## src/rtl/mem_stage.sv

```systemverilog
// rtl/mem_stage.sv - MEM pipeline stage: data-memory access, sub-word alignment, writeback
module mem_stage #(
  parameter int XLEN  = 32,
  parameter int RF_AW = 5
) (
  input  logic             clk,
  input  logic             rst,
  input  logic             ex_valid_i,
  output logic             ex_ready_o,
  output logic             stall_o,
  input  logic             ex_load_i,
  input  logic             ex_store_i,
  input  logic [2:0]       ex_funct3_i,
  input  logic [XLEN-1:0]  ex_result_i,
  input  logic [XLEN-1:0]  ex_wdata_i,
  input  logic [RF_AW-1:0] ex_rd_i,
  input  logic             ex_rd_we_i,
  output logic             dmem_req_o,
  output logic             dmem_we_o,
  output logic [XLEN-1:0]  dmem_addr_o,
  output logic [3:0]       dmem_be_o,
  output logic [XLEN-1:0]  dmem_wdata_o,
  input  logic             dmem_gnt_i,
  input  logic             dmem_rvalid_i,
  input  logic [XLEN-1:0]  dmem_rdata_i,
  output logic             wb_valid_o,
  output logic             wb_we_o,
  output logic [RF_AW-1:0] wb_rd_o,
  output logic [XLEN-1:0]  wb_data_o,
  output logic             mem_err_o
);

  typedef enum logic [1:0] {S_IDLE, S_REQ, S_WAIT_R} state_t;

  state_t           r_state, w_state_nxt;
  logic             w_accept, w_mem, w_err, w_issue;
  logic [1:0]       w_off;
  logic [3:0]       w_be;
  logic [XLEN-1:0]  w_wdata, w_lane, w_load_data;
  logic             w_wb_valid_nxt, w_wb_we_nxt, w_err_nxt;
  logic [RF_AW-1:0] w_wb_rd_nxt;
  logic [XLEN-1:0]  w_wb_data_nxt;

  logic             r_we, r_rd_we, r_wb_valid, r_wb_we, r_mem_err;
  logic [XLEN-1:0]  r_addr, r_wdata, r_wb_data;
  logic [3:0]       r_be;
  logic [2:0]       r_f3;
  logic [1:0]       r_off;
  logic [RF_AW-1:0] r_rd, r_wb_rd;

  assign w_accept = ex_valid_i & ex_ready_o;
  assign w_mem    = ex_load_i | ex_store_i;
  assign w_off    = ex_result_i[1:0];
  assign w_issue  = w_accept & w_mem & ~w_err;

  // Illegal funct3 or misaligned address on a memory op
  always_comb begin
    w_err = 1'b0;
    case (ex_funct3_i)
      3'b000:  w_err = 1'b0;
      3'b001:  w_err = w_off[0];
      3'b010:  w_err = |w_off;
      3'b100:  w_err = ex_store_i;
      3'b101:  w_err = ex_store_i | w_off[0];
      default: w_err = 1'b1;
    endcase
    w_err = w_err & w_mem;
  end

  // Byte enables and lane-replicated store data for the access size
  always_comb begin
    w_be    = 4'hF;
    w_wdata = ex_wdata_i;
    case (ex_funct3_i[1:0])
      2'b00: begin
        w_be    = 4'b0001 << w_off;
        w_wdata = {4{ex_wdata_i[7:0]}};
      end
      2'b01: begin
        w_be    = 4'b0011 << w_off;
        w_wdata = {2{ex_wdata_i[15:0]}};
      end
      default: ;
    endcase
  end

  // Shift the addressed lane down and sign/zero extend
  always_comb begin
    w_lane      = dmem_rdata_i >> {r_off, 3'b000};
    w_load_data = dmem_rdata_i;
    case (r_f3)
      3'b000:  w_load_data = {{(XLEN-8){w_lane[7]}}, w_lane[7:0]};
      3'b001:  w_load_data = {{(XLEN-16){w_lane[15]}}, w_lane[15:0]};
      3'b100:  w_load_data = {{(XLEN-8){1'b0}}, w_lane[7:0]};
      3'b101:  w_load_data = {{(XLEN-16){1'b0}}, w_lane[15:0]};
      default: w_load_data = dmem_rdata_i;
    endcase
  end

  // State register; async reset drops the bus request immediately
  always_ff @(posedge clk or negedge rst) begin
    if (!rst) r_state <= S_IDLE;
    else      r_state <= w_state_nxt;
  end

  // Next state and the writeback values to be registered
  always_comb begin
    w_state_nxt    = r_state;
    w_wb_valid_nxt = 1'b0;
    w_wb_we_nxt    = 1'b0;
    w_wb_rd_nxt    = r_rd;
    w_wb_data_nxt  = ex_result_i;
    w_err_nxt      = 1'b0;
    case (r_state)
      S_IDLE: begin
        if (w_accept) begin
          if (w_mem && !w_err) begin
            w_state_nxt = S_REQ;
          end else begin
            w_wb_valid_nxt = 1'b1;
            w_wb_we_nxt    = ex_rd_we_i & (ex_rd_i != '0) & ~w_err;
            w_wb_rd_nxt    = ex_rd_i;
            w_err_nxt      = w_err;
          end
        end
      end
      S_REQ: begin
        if (dmem_gnt_i) begin
          if (r_we) begin
            w_state_nxt    = S_IDLE;
            w_wb_valid_nxt = 1'b1;
          end else begin
            w_state_nxt = S_WAIT_R;
          end
        end
      end
      S_WAIT_R: begin
        if (dmem_rvalid_i) begin
          w_state_nxt    = S_IDLE;
          w_wb_valid_nxt = 1'b1;
          w_wb_we_nxt    = r_rd_we & (r_rd != '0);
          w_wb_data_nxt  = w_load_data;
        end
      end
      default: w_state_nxt = S_IDLE;
    endcase
  end

  // Latch the access on issue so the bus sees stable values until grant
  always_ff @(posedge clk or negedge rst) begin
    if (!rst) begin
      r_addr  <= '0;
      r_we    <= 1'b0;
      r_be    <= 4'h0;
      r_wdata <= '0;
      r_f3    <= 3'b000;
      r_off   <= 2'b00;
      r_rd    <= '0;
      r_rd_we <= 1'b0;
    end else if (w_issue) begin
      r_addr  <= {ex_result_i[XLEN-1:2], 2'b00};
      r_we    <= ex_store_i;
      r_be    <= w_be;
      r_wdata <= w_wdata;
      r_f3    <= ex_funct3_i;
      r_off   <= w_off;
      r_rd    <= ex_rd_i;
      r_rd_we <= ex_rd_we_i;
    end
  end

  // Registered writeback; data fields hold between pulses
  always_ff @(posedge clk or negedge rst) begin
    if (!rst) begin
      r_wb_valid <= 1'b0;
      r_wb_we    <= 1'b0;
      r_wb_rd    <= '0;
      r_wb_data  <= '0;
      r_mem_err  <= 1'b0;
    end else begin
      r_wb_valid <= w_wb_valid_nxt;
      r_mem_err  <= w_err_nxt;
      if (w_wb_valid_nxt) begin
        r_wb_we   <= w_wb_we_nxt;
        r_wb_rd   <= w_wb_rd_nxt;
        r_wb_data <= w_wb_data_nxt;
      end
    end
  end

  assign ex_ready_o   = (r_state == S_IDLE);
  assign stall_o      = ~ex_ready_o;
  assign dmem_req_o   = (r_state == S_REQ);
  assign dmem_we_o    = r_we;
  assign dmem_addr_o  = r_addr;
  assign dmem_be_o    = r_be;
  assign dmem_wdata_o = r_wdata;
  assign wb_valid_o   = r_wb_valid;
  assign wb_we_o      = r_wb_we;
  assign wb_rd_o      = r_wb_rd;
  assign wb_data_o    = r_wb_data;
  assign mem_err_o    = r_mem_err;

endmodule

```

## config.mk

```make
export PLATFORM = sky130hd
export DESIGN_NAME = mem_stage
export DESIGN_NICKNAME = d
export VERILOG_FILES = /design/src/rtl/mem_stage.sv
export SDC_FILE = /design/constraint.sdc
export NUM_CORES = 1
export LEC_CHECK = 0
export CORE_MARGIN = 2
export CORE_UTILIZATION = 25
export CTS_BUF_LIST = sky130_fd_sc_hd__clkbuf_8
export DETAILED_ROUTE_END_ITERATION = 16
export PLACE_DENSITY = 0.48
export SYNTH_ARGS = -nofsm -noshare
export SYNTH_HDL_FRONTEND = slang
export SYNTH_SLANG_ARGS = --single-unit
```

## constraint.sdc

```tcl
create_clock -name clk -period 2.4 [get_ports clk]
set_clock_uncertainty 0.1 [all_clocks]
set_input_delay 0.36 -clock clk [delete_from_list [all_inputs] [get_ports clk]]
set_output_delay 0.36 -clock clk [all_outputs]
set_load 0.02 [all_outputs]
```

==> flow_metrics.tcl, run 1 <==
set metrics [dict create \
    die_w_um 158 \
    synth_compound_area_share_pct 14.3 \
    routabilityCongestion 0.823 \
    start_util_pct 25.3 \
    ys_seq_area_share_pct 50.9 \
    setup_violating_endpoint_count_in_the_final_report 0 \
    critical_path_required_ns 1.94 \
    detailed_place_hpwl_um 15400 \
    detailedRoute.firstIterationViolations 243 \
    grt_util_all_layers_pct 16.4 \
    grt-ovfl-total 0 \
    report.final.hold_viol_count 0 \
    drt_drc_violations_left 0 \
    placement.cell_area_sq_um 8610 \
    max_slew_margin_pct 31.7 \
    rsz0062_at_grt "no" \
    synth_async_sr_flop_share_pct 100 \
    first_pass_iters 4 \
    drt_wl_total_um 20300 \
    ctsHoldBuffers 1 \
    maximum_capacitance_violations 0 \
    numClockSinks 120 \
    final_nets 895 \
    cts_tree "yes" \
    synth-adder-area-share_pct 0 \
    clock_latency_late_sink_ns 0.44 \
    grt_pass1_wl_um 30900 \
    worstHoldPathType "in2async" \
    swShare_pct 37.1 \
    mux_share_of_post_synthesis_cell_area_pct 19.4 \
    route.detailed.wl_per_inst_um 18.1 \
    worst_ir_drop_vdd_mv 0.393 \
    power_frac_seq_pct 34.2 \
    grt_start_max_net_pins 53 \
    post_synth_xor_area_fraction_pct 0 \
    dieArea_sq_um 24800 \
    intPower_mw 5.93 \
    power_frac_comb_pct 44.5 \
    timing.setup.critical_path_class "reg2out" \
    post_synth.cell_area_avg_sq_um 10.8 \
    synth_simple_gate_area_share_pct 11.2 \
    num_vias 5166 \
    area.growth.synth_to_final_pct 53.4 \
    synth_cell_types 44 \
    power.clock.fraction_pct 21.3 \
    core-area_sq_um 23300 \
    ctsResizeCount 0 \
    clock_tree.buffer_depth 2 \
    count_of_flip_flops_with_a_built_in_enable_after_synthesis 0 \
    pwr_density_cell_nw_per_um2 1040 \
    synth_top_family_by_area "multiplexers" \
    cts-htree-levels 4 \
    floorplan.die.height_um 158 \
    first_global_vias 5229 \
    syn-cell-area_sq_um 5900 \
    drive_above_1_share_pct 15.2 \
    vias_per_cell 4.63 \
    postSynthRegisterBits 120 \
    setup.worst_path.start_class "register" \
    setup_tns_ns 0 \
    finalWorstPathRequiredPeriod_ns 2.25 \
    final_cell_area_sq_um 9050 \
    number_of_instances_in_the_synthesized_netlist 546 \
    finalCritPeriodShare_pct 93.9 \
    row_count 56 \
    timing.critical_path.arrival_ns 1.79 \
    post-cts-setup-buffer-count 0 \
    floorplan.io_pins 224 \
    power.static_leakage_nw 3.95 \
    ys_dominant_reg_cell "dfrtp_1" \
    endpoint_kind "primary output" \
    ys_warn_count 0 \
    port-buffer-count 221 \
    timing.final.max_slew_violations 0 \
    clock_tree.root_cell "clkbuf_8" \
    p_sw_mw 3.50 \
    clkSlewWorstSetupHoldPaths_ns 0.08 \
    ant_nets 0 \
    numCtsBuffers 17 \
    cp_max_fo 7 \
    fmax_mhz 444 \
    status "finished clean" \
    initial_antenna_violation_count 0 \
    transition_time_at_the_pin_with_the_least_slew_margin_ns 1.02 \
]
## metrics by stage
stage	worst slack (ns)	hold WS, ns	instances	power [mW]	util, %
after global placement	-0.222	0.205	1082	7.44	36.9
after detailed placement	-0.202	0.208	1082	7.48	36.9
after CTS	0.0978	0.289	1115	9.55	38.8
after global routing	0.0279	0.307	1115	10.0	38.8
after floorplan	0.265	-0.0356	547	5.36	-
final	0.147	0.296	1116	9.43	38.8
## power by group through the flow
stage / Combinational, mW / Clock, mW / Sequential [mW]
6_report: 4.19 / 2.01 / 3.23
2_1_floorplan: 1.41 / 0 / 3.96
4_1_cts: 4.24 / 2.08 / 3.23
3_5_place_dp: 4.23 / 0 / 3.25
5_1_grt: 4.51 / 2.18 / 3.33
3_3_place_gp: 4.18 / 0 / 3.25
## critical path: stages, from the launching register on
cell,delay (ns)
dfrtp_1,0.44
nor2_1,0.26
clkdlybuf4s50_1,0.67
## flip-flops by register name, indices dropped and copies added, names as in the netlist
name,flops
r_rd,5
r_f3,3
dmem_be_o,4
wb_data_o,32
r_state,2
dmem_wdata_o,32
wb_valid_o,1
r_rd_we,1
wb_rd_o,5
dmem_addr_o,30
r_off,2
mem_err_o,1
dmem_we_o,1
wb_we_o,1
## per-layer routing
metal | vias up | GRT usage [%] | share of wire [%]
met1 | 2504 | 22.1 | 46
met5 | - | 0 | 0
met3 | 17 | 6.13 | 9.3
met4 | 0 | 4.16 | 1.1
met2 | 204 | 24.9 | 44
li1 | 2441 | - | -
## cells by family after synthesis
| kind of cell | count (synthesis) |
|---|---|
| simple gates | 155 |
| compound gates | 132 |
| flops | 120 |
| mux | 90 |
| buf+inv | 48 |
| other cells | 1 |
## Yosys cell counts (all sizes together), types with 3 or more instances
| master | n | area share, % |
|---|---|---|
| dfrtp | 120 | 51 |
| nor2 | 60 | 3.8 |
| nand2 | 53 | 3.4 |
| mux2 | 49 | 12 |
| a21oi | 41 | 3.5 |
| mux2i | 41 | 7.0 |
| o21ai | 41 | 3.5 |
| clkbuf | 24 | 1.5 |
| nand3 | 17 | 1.4 |
| a41oi | 16 | 2.4 |
| buf | 15 | 2.1 |
| o221ai | 10 | 1.5 |
| inv | 9 | 0.57 |
| nor3 | 7 | 0.59 |
| a221oi | 4 | 0.59 |
| a2bb2oi | 4 | 0.59 |
| nand2b | 4 | 0.42 |
| o211ai | 3 | 0.38 |
| o21a | 3 | 0.38 |
## layout by cell type (no fill, tap or decap), types with 6 or more instances in the layout
cell type / n
o21ai_0: 26
inv_1: 8
a41oi_1: 16
nand2_1: 53
mux2_4: 48
o221ai_1: 10
a21oi_1: 41
nor3_1: 7
inv_6: 6
buf_4: 30
nor2_1: 60
dfrtp_1: 120
nand3_1: 17
clkbuf_8: 17
o21ai_1: 14
clkdlybuf4s50_1: 220
mux2i_1: 41
## final cells by class
class	count	area, sq um
Antenna cell	1	2.50
Clock buffer	17	234
Clock inverter	15	189
Fill cell	2291	14300
Inverter	9	33.8
Multi-Input combinational cell	379	2660
Sequential cell	120	3000
Tap cell	319	399
Timing Repair Buffer	256	2530
## path summary, 6_finish.rpt
check                      slack (ns)         start  cells past startpoint                to
setup / recovery                 0.15    r_state[1]                      2        ex_ready_o
hold / removal                   0.30           rst                      2   dmem_addr_o[10]
setup reg to reg                 0.31    r_state[1]                      5   dmem_addr_o[17]
hold reg to reg                  0.39  wb_data_o[7]                      1      wb_data_o[7]
max in group asynchronous        1.10           rst                      3  dmem_wdata_o[30]
min in group clk                 0.39  wb_data_o[7]                      1      wb_data_o[7]
(Power assumes the default switching activity.)
==> run 2: changes to the inputs <==
--- a/config.mk
+++ b/config.mk
@@ -5,6 +5,7 @@
 export SDC_FILE = /design/constraint.sdc
 export NUM_CORES = 1
 export LEC_CHECK = 0
+export CORE_ASPECT_RATIO = 0.6
 export CORE_MARGIN = 2
 export CORE_UTILIZATION = 25
 export CTS_BUF_LIST = sky130_fd_sc_hd__clkbuf_8
==> flow_metrics.tcl, run 2 (synthesis gave the netlist of run 1 again) <==
set metrics [dict create \
    status "finished clean" \
    finalCritPeriodShare_pct 94.1 \
    fmax_mhz 443 \
    num_vias 5119 \
    clkSlewWorstSetupHoldPaths_ns 0.07 \
    endpoint_kind "primary output" \
    timing.reg2reg.worst_path_depth 6 \
    first_pass_iters 4 \
    rsz0062_at_grt "no" \
    timing.setup.critical_path_class "reg2out" \
    timing.final.max_slew_violations 0 \
    report.final.hold_viol_count 0 \
    post-layout-total-power_mw 9.40 \
    ctsResizeCount 0 \
    drt-met1-wl_um 10800 \
    drt_drc_violations_left 0 \
    path_delay_family "buffers and inverters" \
    met3RoutedLength_um 1310 \
    cts-htree-levels 4 \
    routabilityCongestion 0.840 \
    row_count 43 \
    timing.critical_path.arrival_ns 1.80 \
    drt_wl_total_um 20700 \
    layout.cells.most_common "clkdlybuf4s50_1" \
    max_slew_margin_pct 32.6 \
    critical_path.slowest_cell "clkdlybuf4s50_1" \
    pwr_density_cell_nw_per_um2 1040 \
    vias_per_cell 4.61 \
    maximum_capacitance_violations 0 \
    instances_no_fill 1110 \
    final_cell_area_sq_um 9060 \
    final_nets 894 \
    floorplan.io_pins 224 \
    finalWorstPathRequiredPeriod_ns 2.26 \
    timing.rr.start "r_state[1]" \
    fillCellCount 2264 \
    worstHoldPathType "in2async" \
    clock_latency_late_sink_ns 0.45 \
    grt_util_all_layers_pct 16.9 \
    port-buffer-count 221 \
    transition_time_at_the_pin_with_the_least_slew_margin_ns 1.01 \
    worst_ir_drop_vdd_mv 0.478 \
    placement.cell_area_sq_um 8650 \
    mostFrequentLayoutCells "clkdlybuf4s50_1 (220), dfrtp_1 (120), nor2_1 (60)" \
    initial_antenna_violation_count 0 \
    power.static_leakage_nw 3.97 \
    clock_tree.buffer_depth 2 \
    dpl.cell_count 1077 \
    ant_nets 0 \
    cp_cell_sequence "nor2_1 > buf_4 > clkdlybuf4s50_1" \
    grt_start_max_net_pins 48 \
    cts_tree "yes" \
    met2_wirelength_um 8340 \
    detailedRoute.firstIterationViolations 292 \
    dieArea_sq_um 24900 \
    floorplan.die.height_um 123 \
    grt-ovfl-total 0 \
    critical_path_required_ns 1.94 \
    insertedDiodeCount 0 \
    die_w_um 202 \
    setup_tns_ns 0 \
    numClockSinks 120 \
    critical_path_buf_inv_count 2 \
    area.growth.synth_to_final_pct 53.6 \
    setup_violating_endpoint_count_in_the_final_report 0 \
    numCtsBuffers 17 \
    setup.worst_path.start_class "register" \
    grt_pass1_wl_um 31700 \
    first_global_vias 5245 \
    r2r_slack_ns 0.43 \
    drive_above_1_share_pct 14.7 \
    post-cts-setup-buffer-count 0 \
    clock_tree.root_cell "clkbuf_8" \
    top_layer_used "met4" \
    cp_max_fo 7 \
    route.detailed.wl_per_inst_um 18.7 \
    final_core_util_pct 39.2 \
    r2r-end "dmem_be_o[1]" \
    core-area_sq_um 23100 \
    cpPeakStageDelay_ns 0.59 \
    start_util_pct 25.5 \
    detailed_place_hpwl_um 15600 \
]
## run 2: metal layers
| metal | GRT usage, % | vias up |
|---|---|---|
| met5 | 0 | - |
| met4 | 4.74 | 0 |
| met3 | 4.59 | 18 |
| met2 | 22.9 | 182 |
| met1 | 25.7 | 2494 |
| li1 | - | 2425 |
## run 2: cell type report
class | instances | area (sq um) | area share [%]
flip-flops and latches | 120 | 3000 | 33.1
multi-input cells | 379 | 2660 | 29.3
repair buffers | 255 | 2570 | 28.4
well taps | 315 | 394 | 4.35
clock buffers | 22 | 303 | 3.34
clock inverters | 10 | 101 | 1.12
inverters | 9 | 33.8 | 0.373
## run 2: what timing repair did
item / CTS / global route
endpoints found under the hold margin: 36 / 0
hold buffers: 1 / 0
setup endpoints to repair: 0 / 0
## run 2: how the worst max path moves through the flow
stage | from | to | slack (ns) | depth (start not counted)
after floorplan | r_state[1] | dmem_addr_o[10] | 0.26 | 6
after global placement | ex_funct3_i[0] | dmem_be_o[3] | -0.16 | 9
after detailed placement | ex_funct3_i[0] | dmem_be_o[1] | -0.22 | 8
after CTS | r_state[1] | ex_ready_o | 0.1 | 3
after global routing | r_state[1] | ex_ready_o | 0.04 | 3
final | r_state[1] | ex_ready_o | 0.14 | 3
## run 2: stage by stage
stage	hold slack (ns)	setup slack, ns
2_1_floorplan	-0.0356	0.265
3_3_place_gp	0.199	-0.160
3_5_place_dp	0.208	-0.222
4_1_cts	0.263	0.0968
5_1_grt	0.306	0.0438
6_report	0.284	0.141
## run 2: worst reg2reg max path, delay by kind of cell, from the launching register on
kind / cells / cell delay, ns
AND/OR/NAND/NOR: 3 / 0.74
flip-flops: 1 / 0.45
buffers and inverters: 2 / 0.41
AO/OA/AOI/OAI: 1 / 0.20
## run 2: power by group
| part | total, mW | switching, mW | leakage [nW] | internal (mW) |
|---|---|---|---|---|
| registers | 3.26 | 0.520 | 1.43 | 2.74 |
| logic | 4.23 | 2.07 | 2.33 | 2.16 |
| clock network | 1.91 | 0.868 | 0.214 | 1.04 |
